`src/rtl/alu_dispatch.sv`:
```
// Requester side of the ALU start/done handshake: tagged op FIFO, issue FSM, valid/ready result port.
// Define ALU_DISPATCH_TIMEOUT_EN to bound the START and RELEASE waits to TIMEOUT cycles.
module alu_dispatch #(
    parameter int unsigned DEPTH   = 4,
    parameter int unsigned TAG_W   = 4,
    parameter int unsigned TIMEOUT = 64
) (
    input  logic                   clk,
    input  logic                   rst_n,
    input  logic                   in_valid,
    output logic                   in_ready,
    input  logic [6:0]             in_fun7,
    input  logic [2:0]             in_fun3,
    input  logic [31:0]            in_rs1,
    input  logic [31:0]            in_rs2,
    input  logic [TAG_W-1:0]       in_tag,
    output logic                   alu_start,
    output logic [6:0]             alu_fun7,
    output logic [2:0]             alu_fun3,
    output logic [31:0]            alu_rs1,
    output logic [31:0]            alu_rs2,
    input  logic [31:0]            alu_res,
    input  logic                   alu_zero,
    input  logic                   alu_neg,
    input  logic                   alu_busy,
    input  logic                   alu_done,
    output logic                   out_valid,
    input  logic                   out_ready,
    output logic [31:0]            out_res,
    output logic                   out_zero,
    output logic                   out_neg,
    output logic [TAG_W-1:0]       out_tag,
    output logic                   out_err,
    output logic [$clog2(DEPTH):0] fifo_count
);

    localparam int unsigned PTR_W = $clog2(DEPTH);
    localparam int unsigned CNT_W = $clog2(DEPTH) + 1;

    if (DEPTH < 2 || (DEPTH & (DEPTH - 1)) != 0 || TIMEOUT < 1) begin : g_bad_params
        $error("alu_dispatch: DEPTH must be a power of two >= 2 and TIMEOUT >= 1");
    end

    typedef struct packed {
        logic [6:0]       fun7;
        logic [2:0]       fun3;
        logic [31:0]      rs1;
        logic [31:0]      rs2;
        logic [TAG_W-1:0] tag;
    } op_t;

    typedef enum logic [1:0] {StIdle, StSetup, StStart, StRelease} state_e;

    op_t              mem_q [DEPTH];
    op_t              head;
    logic [PTR_W-1:0] wptr_q;
    logic [PTR_W-1:0] rptr_q;
    logic [CNT_W-1:0] count_q;
    state_e           state_q;
    logic [TAG_W-1:0] op_tag_q;
    logic             push;
    logic             pop;

    // Full means not ready, even if a pop frees a slot on the same edge.
    assign in_ready   = count_q < CNT_W'(DEPTH);
    assign push       = in_valid && in_ready;
    assign pop        = (state_q == StIdle) && (count_q != '0) && (!out_valid || out_ready);
    assign head       = mem_q[rptr_q];
    assign fifo_count = count_q;

    always_ff @(posedge clk) begin
        if (push) begin
            mem_q[wptr_q] <= op_t'{fun7: in_fun7, fun3: in_fun3, rs1: in_rs1, rs2: in_rs2,
                                   tag: in_tag};
        end
    end

    always_ff @(posedge clk or negedge rst_n) begin
        if (!rst_n) begin
            wptr_q  <= '0;
            rptr_q  <= '0;
            count_q <= '0;
        end else begin
            if (push) wptr_q <= wptr_q + PTR_W'(1);
            if (pop)  rptr_q <= rptr_q + PTR_W'(1);
            if (push && !pop) begin
                count_q <= count_q + CNT_W'(1);
            end else if (pop && !push) begin
                count_q <= count_q - CNT_W'(1);
            end
        end
    end

`ifdef ALU_DISPATCH_TIMEOUT_EN
    localparam int unsigned TO_W = $clog2(TIMEOUT + 1);
    logic [TO_W-1:0] to_cnt_q;
    logic            err_q;
    assign out_err = err_q;
`else
    assign out_err = 1'b0;
`endif

    always_ff @(posedge clk or negedge rst_n) begin
        if (!rst_n) begin
            state_q   <= StIdle;
            op_tag_q  <= '0;
            alu_start <= 1'b0;
            alu_fun7  <= '0;
            alu_fun3  <= '0;
            alu_rs1   <= '0;
            alu_rs2   <= '0;
            out_valid <= 1'b0;
            out_res   <= '0;
            out_zero  <= 1'b0;
            out_neg   <= 1'b0;
            out_tag   <= '0;
`ifdef ALU_DISPATCH_TIMEOUT_EN
            to_cnt_q  <= '0;
            err_q     <= 1'b0;
`endif
        end else begin
            // A capture later in this block overrides the consumer's clear.
            if (out_valid && out_ready) out_valid <= 1'b0;

            case (state_q)
                StIdle: begin
                    if (pop) begin
                        alu_fun7 <= head.fun7;
                        alu_fun3 <= head.fun3;
                        alu_rs1  <= head.rs1;
                        alu_rs2  <= head.rs2;
                        op_tag_q <= head.tag;
                        state_q  <= StSetup;
                    end
                end
                StSetup: begin
                    if (!alu_busy) begin
                        alu_start <= 1'b1;
                        state_q   <= StStart;
`ifdef ALU_DISPATCH_TIMEOUT_EN
                        to_cnt_q  <= '0;
`endif
                    end
                end
                StStart: begin
                    if (alu_done) begin
                        out_res   <= alu_res;
                        out_zero  <= alu_zero;
                        out_neg   <= alu_neg;
                        out_tag   <= op_tag_q;
                        out_valid <= 1'b1;
                        alu_start <= 1'b0;
                        state_q   <= StRelease;
`ifdef ALU_DISPATCH_TIMEOUT_EN
                        err_q     <= 1'b0;
                        to_cnt_q  <= '0;
                    end else if (to_cnt_q == TO_W'(TIMEOUT - 1)) begin
                        out_res   <= '0;
                        out_zero  <= 1'b0;
                        out_neg   <= 1'b0;
                        out_tag   <= op_tag_q;
                        err_q     <= 1'b1;
                        out_valid <= 1'b1;
                        alu_start <= 1'b0;
                        state_q   <= StRelease;
                        to_cnt_q  <= '0;
                    end else begin
                        to_cnt_q  <= to_cnt_q + TO_W'(1);
`endif
                    end
                end
                StRelease: begin
                    if (!alu_done) begin
                        state_q <= StIdle;
`ifdef ALU_DISPATCH_TIMEOUT_EN
                    end else if (to_cnt_q == TO_W'(TIMEOUT - 1)) begin
                        state_q <= StIdle;
                    end else begin
                        to_cnt_q <= to_cnt_q + TO_W'(1);
`endif
                    end
                end
                default: state_q <= StIdle;
            endcase
        end
    end

endmodule

```
`config.mk`:
```
export PLATFORM = sky130hd
export DESIGN_NAME = alu_dispatch
export DESIGN_NICKNAME = d
export VERILOG_FILES = /design/src/rtl/alu_dispatch.sv
export SDC_FILE = /design/constraint.sdc
export NUM_CORES = 1
export LEC_CHECK = 0
export CORE_MARGIN = 5
export CORE_UTILIZATION = 49
export CTS_CLUSTER_SIZE = 14
export DETAILED_ROUTE_END_ITERATION = 10
export PLACE_DENSITY = 0.76
export SLEW_MARGIN = 0
export SYNTH_ARGS = -nofsm -noshare
export SYNTH_HDL_FRONTEND = slang
export SYNTH_SLANG_ARGS = --single-unit
```
`constraint.sdc`:
```
create_clock -name clk -period 3 [get_ports clk]
set_input_delay 0.6 -clock clk [delete_from_list [all_inputs] [get_ports clk]]
set_output_delay 0.6 -clock clk [all_outputs]
set_load 0.1 [all_outputs]
```
**Word level (Yosys, flattened, before mapping)**

Memory sizes are Yosys's and may differ from the RTL's. A register that Yosys moved wholly into a read port is not among the register bits.
Index checks and enable logic that the tools add are counted.

- Output and inout port bits: 119
- Register bits after elaboration: 49
- RAM bits: 312
- Memories kept: 1

- Order comparisons: 1
- Equal/unequal tests: 7
- Multiplexer cells: 15
- Add/subtract/negate cells: 4
- Reductions and logical operators: 19

Memory list:

| name | depth | width | rd ports | clocked after memory_dff | write ports | line | source |
|---|---|---|---|---|---|---|---|
| mem_q | 4 | 78 | 1 | 1 | 1 | 54 | `op_t mem_q [DEPTH];` |

Operator list:

| cell | count |
|---|---|
| 2-bit two-way mux | 4 |
| 2-bit inequality test, second input constant | 4 |
| 2-bit one-hot mux with 4 select lines | 1 |
| 1-bit two-way mux | 7 |
| 1-bit logical AND | 6 |
| 3-bit two-way mux | 2 |
| 2-bit by 1-bit adder with 2-bit output, second input constant | 2 |
| 2-bit equality test, second input constant | 2 |
| 1-bit logical NOT | 4 |
| 2-bit AND reduction | 2 |
| 4-bit AND reduction | 1 |
| 2-bit nonzero test | 2 |
| 3-bit by 1-bit adder with 3-bit output, second input constant | 1 |
| 3-bit less-than comparator, second input constant | 1 |
| 3-bit AND reduction | 1 |
| 3-bit nonzero test | 1 |
| 3-bit by 1-bit subtractor with 3-bit output, second input constant | 1 |
| 2-bit by 1-bit equality test with 1-bit output, second input constant | 1 |
| 2-bit logical NOT | 1 |
| 1-bit one-hot mux with 2 select lines | 1 |
| 1-bit logical OR | 1 |

**Depth between registers and ports, before layout**

- Depth after elaboration: 6
- Gate-level depth with buffers: 10
- Mapped depth without buffers: 9

**Least setup slack after synthesis**

Ideal clock, no wire load.

- Kind: reg2reg
- Start point: register count_q[2], in the netlist fifo_count[2]
- End point: memory mem_q[0][0] (netlist bit) (enable)
- Buffers on the path: 1
- Arrival time: 3.060 ns
- Setup time: 0.445 ns
- Required time: 2.555 ns
- Clock period less this slack: 3.505 ns
- Stages on the path, launching flop included: 4
- Setup slack: -0.505 ns
- Cell sequence: dfrtp_1 nor2b_1 clkbuf_1 and2_1

- Word-level cells in the longest chain between the ends: 4

Ends and longest elaborated chain:

| element | line | source |
|---|---|---|
| start, declared | 58 | `logic [CNT_W-1:0] count_q;` |
| start signal, assigned | 87 | `count_q <= count_q + CNT_W'(1);` |
| start signal, assigned | 89 | `count_q <= count_q - CNT_W'(1);` |
| 3-bit less-than comparator | 65 | `assign in_ready = count_q < CNT_W'(DEPTH);` |
| 1-bit logical AND | 66 | `assign push = in_valid && in_ready;` |
| named net push | 61 | `logic push;` |
| 1-bit two-way mux | 72 | `if (push) begin` |
| 1-bit two-way mux (not written as such) | 73 | `mem_q[wptr_q] <= op_t'{fun7: in_fun7, fun3: in_fun3, rs1: in_rs1, rs2: in_rs2,` |
| end, declared | 54 |  |

The timed path passes the listed nets, and every way through them passes these cells.

**Final worst setup path**

- Start point: register count_q[0], in the netlist fifo_count[0]
- End point: register count_q[2], in the netlist fifo_count[2]

- Word-level cells in the longest chain between the ends: 6

Ends and longest elaborated chain:

| element |
|---|
| branches (longest 6 deep; another with 3-bit less-than comparator) |

Several ways; the timed one is not identified. The select of a mux whose other input is x is not followed.
A chain may end at the register's enable or synchronous reset.

==> reports/metrics.cfg <==
[sta]
final.setup_skew_ns = 0.01560
drv_slew = 0
timing.final.crit_share = 0.6887
setup_viol = 0
relSlewSlack = 0.5827
min_period_ns = 2.066
tns_ns = 0
final-hold-violation-count = 0
worstMarginPinSlew_ns = 0.6260
rsz0062_at_grt = no
max_freq_ghz = 0.4840

[route]
wl_per_cell_um = 21.66
vias = 7698
vias_per_cell = 5.233
ant_nets = 0
drt_iter0_markers = 269
drc_errors = 0
drt-pass1-iter-count = 4
totalWireLength_um = 31860

[placed_design]
numPortBuffers = 235
globalplace.congestion = 0.7274
hpwl_um = 19910
dp.cells = 1388

[synth]
synth.area.top_cells = edfxtp_1, dfrtp_1, mux4_2, mux2_2, mux2_4
syn_area_um2 = 16510
yosysTopAreaCellShare = 0.5674
ys.warnings.count = 0
synth_seq_area_share = 0.7599
avgSynthCellArea_um2 = 23.09
ys_ff_latch = 439
synth_cell_types = 28
synthesis.nets = 843
synthCells = 715
synth_area_leader_cell = edfxtp_1

[setup_path]
worstSetupPathType = reg -> reg
reg2reg_from = fifo_count[0]
cp-end-kind = flip-flop
r2r_end = fifo_count[2]
crit_path_start = fifo_count[0]
critPathMaxFanout = 4
worst-endpoint-arrival_ns = 2.51
ff2ff_path_depth = 8
critPathRequiredTime_ns = 3.45
r2r_slack_ns = 0.93
startpoint_type = flip-flop

[global_routing]
grt_pass1_wl_um = 50340
antenna_found_initial = 1
met2_usage = 0.2894
global_route.usage.met3 = 0.03879
grtUsageMet1 = 0.2272
grt_max_degree = 80
grt.overflow.total = 0
grt-busiest-layer = met2
grt_pass1_vias = 8556
grt_use_total = 0.1700

[status]
status = finished, final reports clean

[finish]
antenna_cells = 0
nets = 1116
drive_gt1_frac = 0.4047
instances_no_fill = 1471
syn2layout_area_growth_pct = 24.59
final_util = 0.6166

[clocking]
clk_latency_ns = 0.53
cts_sinks = 439
cts.clk_slew.worst_paths_ns = 0.06
cts_buffers = 46
htreeDepth = 2
post_cts_buffers = 0
cts_resized = 0
cts_tree = built
postCtsHoldBufs = 0
clockBufferDepth = 3
cts_root_buffer = clkbuf_16

[floorplanning]
dieArea_um2 = 37470
chipHeight_um = 193.6
rows = 67
start_util = 0.4949
boundaryPins = 237
core_area_um2 = 33360
fp.dieW_um = 193.6

[hold_path]
hp-class = in -> async

[job]
maxCapViolations = 0

final cells by class:
cell class	instances	area, um2
multi-input cells	237	3613
clock inverters	20	136.4
flip-flops and latches	439	12550
well taps	448	560.5
repair buffers	257	2374
fillers	2388	12790
inverters	7	26.28
clock buffers	63	1306
worst max-delay path: stages, from the launching register on:
cell,delay (ns)
dfrtp_1,0.44
or3_4,0.44
nand3_4,0.10
ha_1,0.19
inv_1,0.06
fa_1,0.37
xor2_1,0.15
nor2_1,0.11
xnor2_1,0.13
cell families (layout without fill, tap and decap cells):
kind of cell	count (synthesis)	after routing	share of synthesized area
flops	439	439	0.7599
mux	197	197	0.1984
buf+inv	39	347	0.02183
simple gates	18	18	0.006593
fa+ha+maj	10	10	0.008033
xor+xnor	6	6	0.003183
compound gates	5	5	0.001819
other cells	1	1	0.0002271
worst max path at each step:
stage,endpoint,cells after the start
floorplan,fifo_count[2],9
global placement,fifo_count[2],9
detailed placement,fifo_count[2],9
CTS,alu_fun7[2],3
global route,fifo_count[2],8
finish,fifo_count[2],8
cells in the mapped netlist:
cell,instances
nand2_1,8
buf_6,10
buf_12,8
mux2i_1,1
edfxtp_1,312
clkbuf_1,9
xor2_1,1
nor2b_1,1
buf_2,4
o32a_1,1
and2_1,4
mux4_2,78
nor2_1,1
nand4_1,1
xnor2_1,5
nand3_4,1
o21ai_0,2
fa_1,1
mux2_2,70
a21oi_1,2
ha_1,9
buf_4,1
mux2_4,48
or2b_2,1
conb_1,1
or3_4,1
dfrtp_1,127
inv_1,7
metal layers:
| metal | up-vias | share of wire |
|---|---|---|
| li1 | 3407 | - |
| met1 | 4021 | 0.42 |
| met2 | 225 | 0.50 |
| met3 | 43 | 0.062 |
| met4 | 2 | 0.014 |
| met5 | - | 0.00022 |
stage by stage:
step,hold WS [ns],setup WS [ns],cell area [um2]
finish,0.01473,0.9340,20570
global route,0.02686,0.8181,20570
CTS,0.01229,0.9054,20570
detailed placement,0.4932,0.4368,19130
global placement,0.4888,0.4611,19130
floorplan,0.3044,0.2171,16520
state kept, by name, indices dropped and copies added (netlist names):
name	cells
alu_fun3	3
alu_fun7	7
alu_rs1	32
alu_rs2	32
alu_start	1
fifo_count	3
mem_q	312
op_tag_q	4
out_neg	1
out_res	32
out_tag	4
out_valid	1
out_zero	1
rptr_q	2
state_q	2
wptr_q	2
cell usage in the layout, fill, tap and decap left out, types with 7 or more instances in the layout:
master and instances:
buf_12 12, buf_4 128, clkbuf_1 9, clkbuf_16 47
clkbuf_8 7, clkdlybuf4s50_1 116, dfrtp_1 125, edfxtp_1 312
ha_1 9, inv_1 7, mux2_2 70, mux2_4 48
mux4_2 78, nand2_1 8
Power is left out: the tool's default activity adds up to more than one toggle a clock period on the data nets, which glitch-free logic cannot reach.
